--- config.mk ---
export PLATFORM = sky130hd
export DESIGN_NAME = uart_word_rx_flat
export DESIGN_NICKNAME = d
export VERILOG_FILES = /design/src/rtl/uart_word_rx_if.sv /design/src/rtl/uart_word_rx.sv /design/src/flat_wrapper.sv
export SDC_FILE = /design/constraint.sdc
export NUM_CORES = 1
export LEC_CHECK = 0
export ABC_AREA = 1
export BUFFER_PORTS_ARGS = -buffer_cell sky130_fd_sc_hd__buf_4
export CORE_MARGIN = 5
export CORE_UTILIZATION = 28
export CTS_BUF_LIST = sky130_fd_sc_hd__clkbuf_8
export CTS_CLUSTER_SIZE = 40
export DETAILED_ROUTE_END_ITERATION = 12
export SLEW_MARGIN = 40
export SYNTH_ARGS = -nofsm -noshare
export SYNTH_HDL_FRONTEND = slang
export SYNTH_SLANG_ARGS = --single-unit
--- constraint.sdc ---
create_clock -name clk -period 2.1 [get_ports clk]
set_input_delay 0.42 -clock clk [delete_from_list [all_inputs] [get_ports clk]]
set_output_delay 0.42 -clock clk [all_outputs]
set_load 0.01 [all_outputs]
--- src/rtl/uart_word_rx_if.sv ---
// Valid/ready stream carrying one assembled beat from the UART word receiver.
// The master drives m_valid/m_data and the slave drives m_ready.
interface uart_word_rx_if #(
    parameter int W_OUT = 16
);
    logic             m_valid;
    logic             m_ready;
    logic [W_OUT-1:0] m_data;

    modport master (
        output m_valid,
        output m_data,
        input  m_ready
    );

    modport slave (
        input  m_valid,
        input  m_data,
        output m_ready
    );
endinterface

--- src/rtl/uart_word_rx.sv ---
// 8N1 UART receiver that packs NUM_WORDS consecutive words into one W_OUT-bit beat,
// with input synchronization, glitch rejection, framing-error and overrun reporting.
module uart_word_rx #(
    parameter int CLOCKS_PER_PULSE = 5208,
    parameter int BITS_PER_WORD    = 8,
    parameter int W_OUT            = 16
) (
    input  logic           clk,
    input  logic           rst,
    input  logic           rx,
    uart_word_rx_if.master m_if,
    output logic           frame_err,
    output logic           overrun
);
    localparam int NUM_WORDS = W_OUT / BITS_PER_WORD;
    localparam int CW        = $clog2(CLOCKS_PER_PULSE);
    localparam int BW        = (BITS_PER_WORD > 1) ? $clog2(BITS_PER_WORD) : 1;
    localparam int WW        = (NUM_WORDS > 1) ? $clog2(NUM_WORDS) : 1;

    localparam logic [CW-1:0] HALF_M1   = CW'(CLOCKS_PER_PULSE / 2 - 1);
    localparam logic [CW-1:0] FULL_M1   = CW'(CLOCKS_PER_PULSE - 1);
    localparam logic [BW-1:0] LAST_BIT  = BW'(BITS_PER_WORD - 1);
    localparam logic [WW-1:0] LAST_WORD = WW'(NUM_WORDS - 1);

    typedef enum logic [2:0] {
        S_IDLE,
        S_START,
        S_DATA,
        S_STOP,
        S_WAIT_IDLE
    } state_t;

    state_t                   state_q;
    logic                     rx_meta_q;
    logic                     rxs_q;
    logic [CW-1:0]            cnt_q;
    logic [BW-1:0]            bit_idx_q;
    logic [WW-1:0]            word_idx_q;
    logic [BITS_PER_WORD-1:0] shift_q;
    logic [W_OUT-1:0]         asm_q;
    logic [W_OUT-1:0]         m_data_q;
    logic                     m_valid_q;
    logic                     frame_err_q;
    logic                     overrun_q;

    logic [W_OUT-1:0]         beat_d;
    logic                     stop_sample_d;
    logic                     beat_done_d;

    // Two-flop synchronizer; reset to the idle (high) line level.
    always_ff @(posedge clk or posedge rst) begin
        if (rst) begin
            rx_meta_q <= 1'b1;
            rxs_q     <= 1'b1;
        end else begin
            rx_meta_q <= rx;
            rxs_q     <= rx_meta_q;
        end
    end

    // Assembly register with the just-received word dropped into its slot.
    for (genvar gi = 0; gi < NUM_WORDS; gi++) begin : g_slot
        assign beat_d[gi*BITS_PER_WORD +: BITS_PER_WORD] =
            (word_idx_q == WW'(gi)) ? shift_q : asm_q[gi*BITS_PER_WORD +: BITS_PER_WORD];
    end

    always_comb begin
        stop_sample_d = (state_q == S_STOP) && (cnt_q == FULL_M1);
        beat_done_d   = stop_sample_d && rxs_q && (word_idx_q == LAST_WORD);
    end

    always_ff @(posedge clk or posedge rst) begin
        if (rst) begin
            state_q     <= S_IDLE;
            cnt_q       <= '0;
            bit_idx_q   <= '0;
            word_idx_q  <= '0;
            shift_q     <= '0;
            asm_q       <= '0;
            m_data_q    <= '0;
            m_valid_q   <= 1'b0;
            frame_err_q <= 1'b0;
            overrun_q   <= 1'b0;
        end else begin
            frame_err_q <= 1'b0;
            overrun_q   <= 1'b0;

            if (m_valid_q && m_if.m_ready) begin
                m_valid_q <= 1'b0;
            end

            case (state_q)
                S_IDLE: begin
                    if (!rxs_q) begin
                        cnt_q   <= '0;
                        state_q <= S_START;
                    end
                end

                S_START: begin
                    if (cnt_q == HALF_M1) begin
                        cnt_q <= '0;
                        if (!rxs_q) begin
                            bit_idx_q <= '0;
                            state_q   <= S_DATA;
                        end else begin
                            state_q <= S_IDLE;
                        end
                    end else begin
                        cnt_q <= cnt_q + CW'(1);
                    end
                end

                S_DATA: begin
                    if (cnt_q == FULL_M1) begin
                        cnt_q   <= '0;
                        shift_q <= {rxs_q, shift_q[BITS_PER_WORD-1:1]};
                        if (bit_idx_q == LAST_BIT) begin
                            state_q <= S_STOP;
                        end else begin
                            bit_idx_q <= bit_idx_q + BW'(1);
                        end
                    end else begin
                        cnt_q <= cnt_q + CW'(1);
                    end
                end

                S_STOP: begin
                    if (stop_sample_d) begin
                        cnt_q <= '0;
                        if (rxs_q) begin
                            asm_q   <= beat_d;
                            state_q <= S_IDLE;
                            if (word_idx_q == LAST_WORD) begin
                                word_idx_q <= '0;
                            end else begin
                                word_idx_q <= word_idx_q + WW'(1);
                            end
                        end else begin
                            frame_err_q <= 1'b1;
                            word_idx_q  <= '0;
                            state_q     <= S_WAIT_IDLE;
                        end
                    end else begin
                        cnt_q <= cnt_q + CW'(1);
                    end
                end

                S_WAIT_IDLE: begin
                    if (rxs_q) begin
                        state_q <= S_IDLE;
                    end
                end

                default: state_q <= S_IDLE;
            endcase

            // A slot frees up in the same cycle the current beat is accepted.
            if (beat_done_d) begin
                if (!m_valid_q || m_if.m_ready) begin
                    m_data_q  <= beat_d;
                    m_valid_q <= 1'b1;
                end else begin
                    overrun_q <= 1'b1;
                end
            end
        end
    end

    assign m_if.m_valid = m_valid_q;
    assign m_if.m_data  = m_data_q;
    assign frame_err    = frame_err_q;
    assign overrun      = overrun_q;
endmodule
--- src/flat_wrapper.sv ---
// flat-port wrapper written by rule: the top's interface ports become plain ports
module uart_word_rx_flat 
#(
    parameter int CLOCKS_PER_PULSE = 5208,
    parameter int BITS_PER_WORD    = 8,
    parameter int W_OUT            = 16
)
  (clk, rst, rx, frame_err, overrun, m_if_m_valid, m_if_m_data, m_if_m_ready);
  uart_word_rx_if #(.W_OUT(W_OUT)) m_if_i ();
  input  logic clk;
  input  logic rst;
  input  logic rx;
  output logic frame_err;
  output logic overrun;
  output wire logic [$bits(m_if_i.m_valid)-1:0] m_if_m_valid;
  output wire logic [$bits(m_if_i.m_data)-1:0] m_if_m_data;
  input wire logic [$bits(m_if_i.m_ready)-1:0] m_if_m_ready;
  assign m_if_m_valid = m_if_i.m_valid;
  assign m_if_m_data = m_if_i.m_data;
  assign m_if_i.m_ready = m_if_m_ready;
  uart_word_rx #(.CLOCKS_PER_PULSE(CLOCKS_PER_PULSE), .BITS_PER_WORD(BITS_PER_WORD), .W_OUT(W_OUT)) u_core (.clk(clk), .rst(rst), .rx(rx), .m_if(m_if_i), .frame_err(frame_err), .overrun(overrun));
endmodule
==> flow_metrics.py <==
metrics = {
    "placed_design": {
        "port_buffers": 22,
        "dp_slack_ps": 155.3,
        "place_hpwl_microns": 5311,
        "gp_congestion": 0.9136,
        "dpl.cell_count": 586,
    },
    "yosys": {
        "synth_ff_type": "dfrtp_1",
        "ys_types": 28,
        "netlist_instances": 425,
        "post-synth-top-area-cell": "dfrtp_1",
        "yosysMostFrequentCell": "nand2_1",
        "yosysTopAreaCellShare_pct": 47.78,
        "async_flop_share_pct": 100.0,
        "netlist_top_cells_area": "dfrtp_1 (48%), nand2_1 (19%), nand3_1 (5.3%)",
        "avgSynthCellArea_sq_um": 7.763,
        "ys_seq_area_share_pct": 49.37,
        "synth_commonest_cells": "nand2_1 (166), dfrtp_1 (63), nand3_1 (35), inv_1 (33), nor2_1 (30)",
        "synth_edf_count": 0,
        "synth_seq_cells": 65,
        "synth_area_sq_um": 3299,
        "synthesis.nets": 432,
        "yosys_warnings": 0,
    },
    "grt": {
        "grt_overflow": 0,
        "grt_max_degree": 66,
        "grt_pass1_vias": 2658,
        "grt_antenna_before_repair": 0,
        "track_usage_pct": 11.18,
        "grt_first_pass_wirelength_microns": 12910,
    },
    "sta": {
        "fin_skew_ps": 6.564,
        "max_freq_mhz": 524.3,
        "min_period_ps": 1907,
        "finalHoldViolations": 0,
        "slew_headroom_pct": 66.69,
        "rsz0062_at_grt": "false",
        "setup_viol": 0,
        "slew_violations": 0,
        "fin_ws_ps": 192.7,
        "worstMarginPinSlew_ps": 496.5,
        "fin_crit_sh_pct": 90.82,
        "finalSetupTns_ps": 0,
    },
    "floorplan": {
        "die_y_microns": 118.6,
        "row_count": 39,
        "initial_core_util_pct": 28.77,
        "core_area_sq_um": 11470,
        "io_pins": 23,
        "die_w_microns": 118.6,
        "dieArea_sq_um": 14050,
    },
    "hold_path": {
        "holdCritPathClass": "in2async",
    },
    "setup_path": {
        "cp_top_family": "simple AND/OR/NAND/NOR gates",
        "cp.arrival_ps": 2140,
        "r2r_setup_slack_ps": 190,
        "cp_max_fo": 16,
        "cp.buffers_inverters": 0,
        "path_depth": 8,
        "r2r_cells": 8,
        "path_common_cell": "nand2_1",
        "worstPathRequired_ps": 2330,
        "critPathCaptureType": "flop",
        "slowest_stage": "dfrtp_1",
        "cp_cell_sequence": "ha_1 > nand2_1 > nor2_1 > nand3_1 > nor2_2 > nand4_4 > nand2_1 > nand2_1",
        "cp-startpoint": "u_core.cnt_q[0]",
        "critPathLaunchType": "flop",
        "worstSetupPathType": "reg2reg",
        "max_stage_delay_ps": 420,
        "critPathCapture": "u_core.m_if.m_data[3]",
        "rr_startpoint": "u_core.cnt_q[0]",
        "reg2reg_to": "u_core.m_if.m_data[3]",
    },
    "detailed_routing": {
        "ant_nets": 0,
        "detail_route.iter0.violations": 197,
        "wirelength_microns": 7533,
        "drc": 0,
        "vias": 2834,
        "first_pass_iters": 5,
        "post_drt_wl_per_cell_microns": 12.51,
        "vias_per_cell": 4.708,
    },
    "power": {
        "clockPowerShare_pct": 44.9,
        "powerDensity_nw_per_um2": 609.8,
        "switching_share_pct": 21.84,
        "ir_drop_v": 0.0002986,
        "leakagePower_nw": 1.901,
        "p_switching_uw": 512.8,
        "power_frac_comb_pct": 1.5,
        "p_int_mw": 1.835,
        "p_seq_share_pct": 53.6,
        "total_power_mw": 2.348,
    },
    "cts": {
        "cts_made_buffers": 9,
        "clockRootBuffer": "clkbuf_8",
        "tritoncts": "built",
        "clock-sinks": 65,
        "clk_latency_ps": 340,
        "ctsHoldBuffers": 0,
        "post_cts_resized": 0,
        "clockBufferDepth": 2,
        "htree_levels": 3,
        "path_clk_slew_ps": 70,
        "cts_setup_buffers": 0,
    },
    "layout": {
        "layout.cells.non_filler": 602,
        "multi_input_area_sq_um": 1444,
        "syn_to_final_growth_pct": 16.69,
        "nets": 462,
        "seq_area_sq_um": 1629,
        "fill_cells": 1147,
        "n_antenna_cell": 0,
        "drive_above_1_share_pct": 16.12,
        "final_core_util_pct": 33.57,
    },
    "run_status": {
        "status": "finished, final reports clean",
    },
    "flow_run": {
        "cap_violations": 0,
    },
}
==> layout by cell type, fill, tap and decap left out, types with 4 or more instances in the layout <==
cell type and count:
inv_2 6, inv_1 32, nor2_2 4, nand3_1 35, nand4_1 12, nor3_1 4, nor2_1 30, clkbuf_8 10
dfrtp_1 63, nand2_1 166, o21ai_2 8, buf_4 29, o21ai_0 29
==> per-stage QoR <==
stage / area [sq um] / hold WS [ps]
CTS: 3830 / 156.7
detailed placement: 3636 / 347.2
floorplan: 3299 / 345.2
global route: 3850 / 159.1
global placement: 3636 / 345.7
finish: 3850 / 142.3
==> cells by family after synthesis <==
family | share of synthesized area (%)
simple gates | 34.58
flops | 49.37
xor+xnor | 0.5310
compound gates | 7.509
buf+inv | 6.864
fa+ha+maj | 1.138
==> area by class of cell <==
class	instances	share of cell area (%)
sequential	65	42.31
multi-input combinational	309	37.50
timing repair buffer	31	6.695
tap	143	4.647
inverter	39	3.802
clock buffer	10	3.575
clock inverter	5	1.462
==> power groups by stage <==
stage | registers [mW] | logic (mW) | clock network, mW
2_1_floorplan | 1.28 | 0.0210 | 0
3_3_place_gp | 1.28 | 0.0382 | 0
3_5_place_dp | 1.28 | 0.0385 | 0
4_1_cts | 1.26 | 0.0390 | 1.09
5_1_grt | 1.26 | 0.0430 | 1.15
6_report | 1.26 | 0.0358 | 1.05
==> worst min-delay path by stage <==
| stage | end | slack, ps | cells after the start |
|---|---|---|---|
| final | u_core.asm_q[15] | 140 | 3 |
| after global routing | u_core.asm_q[15] | 160 | 3 |
| after CTS | u_core.m_if.m_data[14] | 160 | 3 |
| after detailed placement | u_core.rxs_q | 350 | 0 |
| after global placement | u_core.rxs_q | 350 | 0 |
| after floorplan | u_core.rxs_q | 350 | 0 |
==> flip-flops by register name (all words and copies together) (netlist names), 3 cells and up <==
register and flops:
u_core.state_q 3, u_core.cnt_q 13, u_core.m_if.m_data 16, u_core.bit_idx_q 3, u_core.shift_q 8, u_core.asm_q 16
==> metal layers <==
metal | track usage, % | share of wire [%]
met1 | 14.42 | 46
met2 | 17.55 | 47
met3 | 2.722 | 4.7
met4 | 5.457 | 2.6
met5 | 0 | 0
==> worst min-delay path: stages <==
cell and delay (ps):
buf_4 110, inv_2 60, buf_12 300
(Power assumes the default switching activity.)
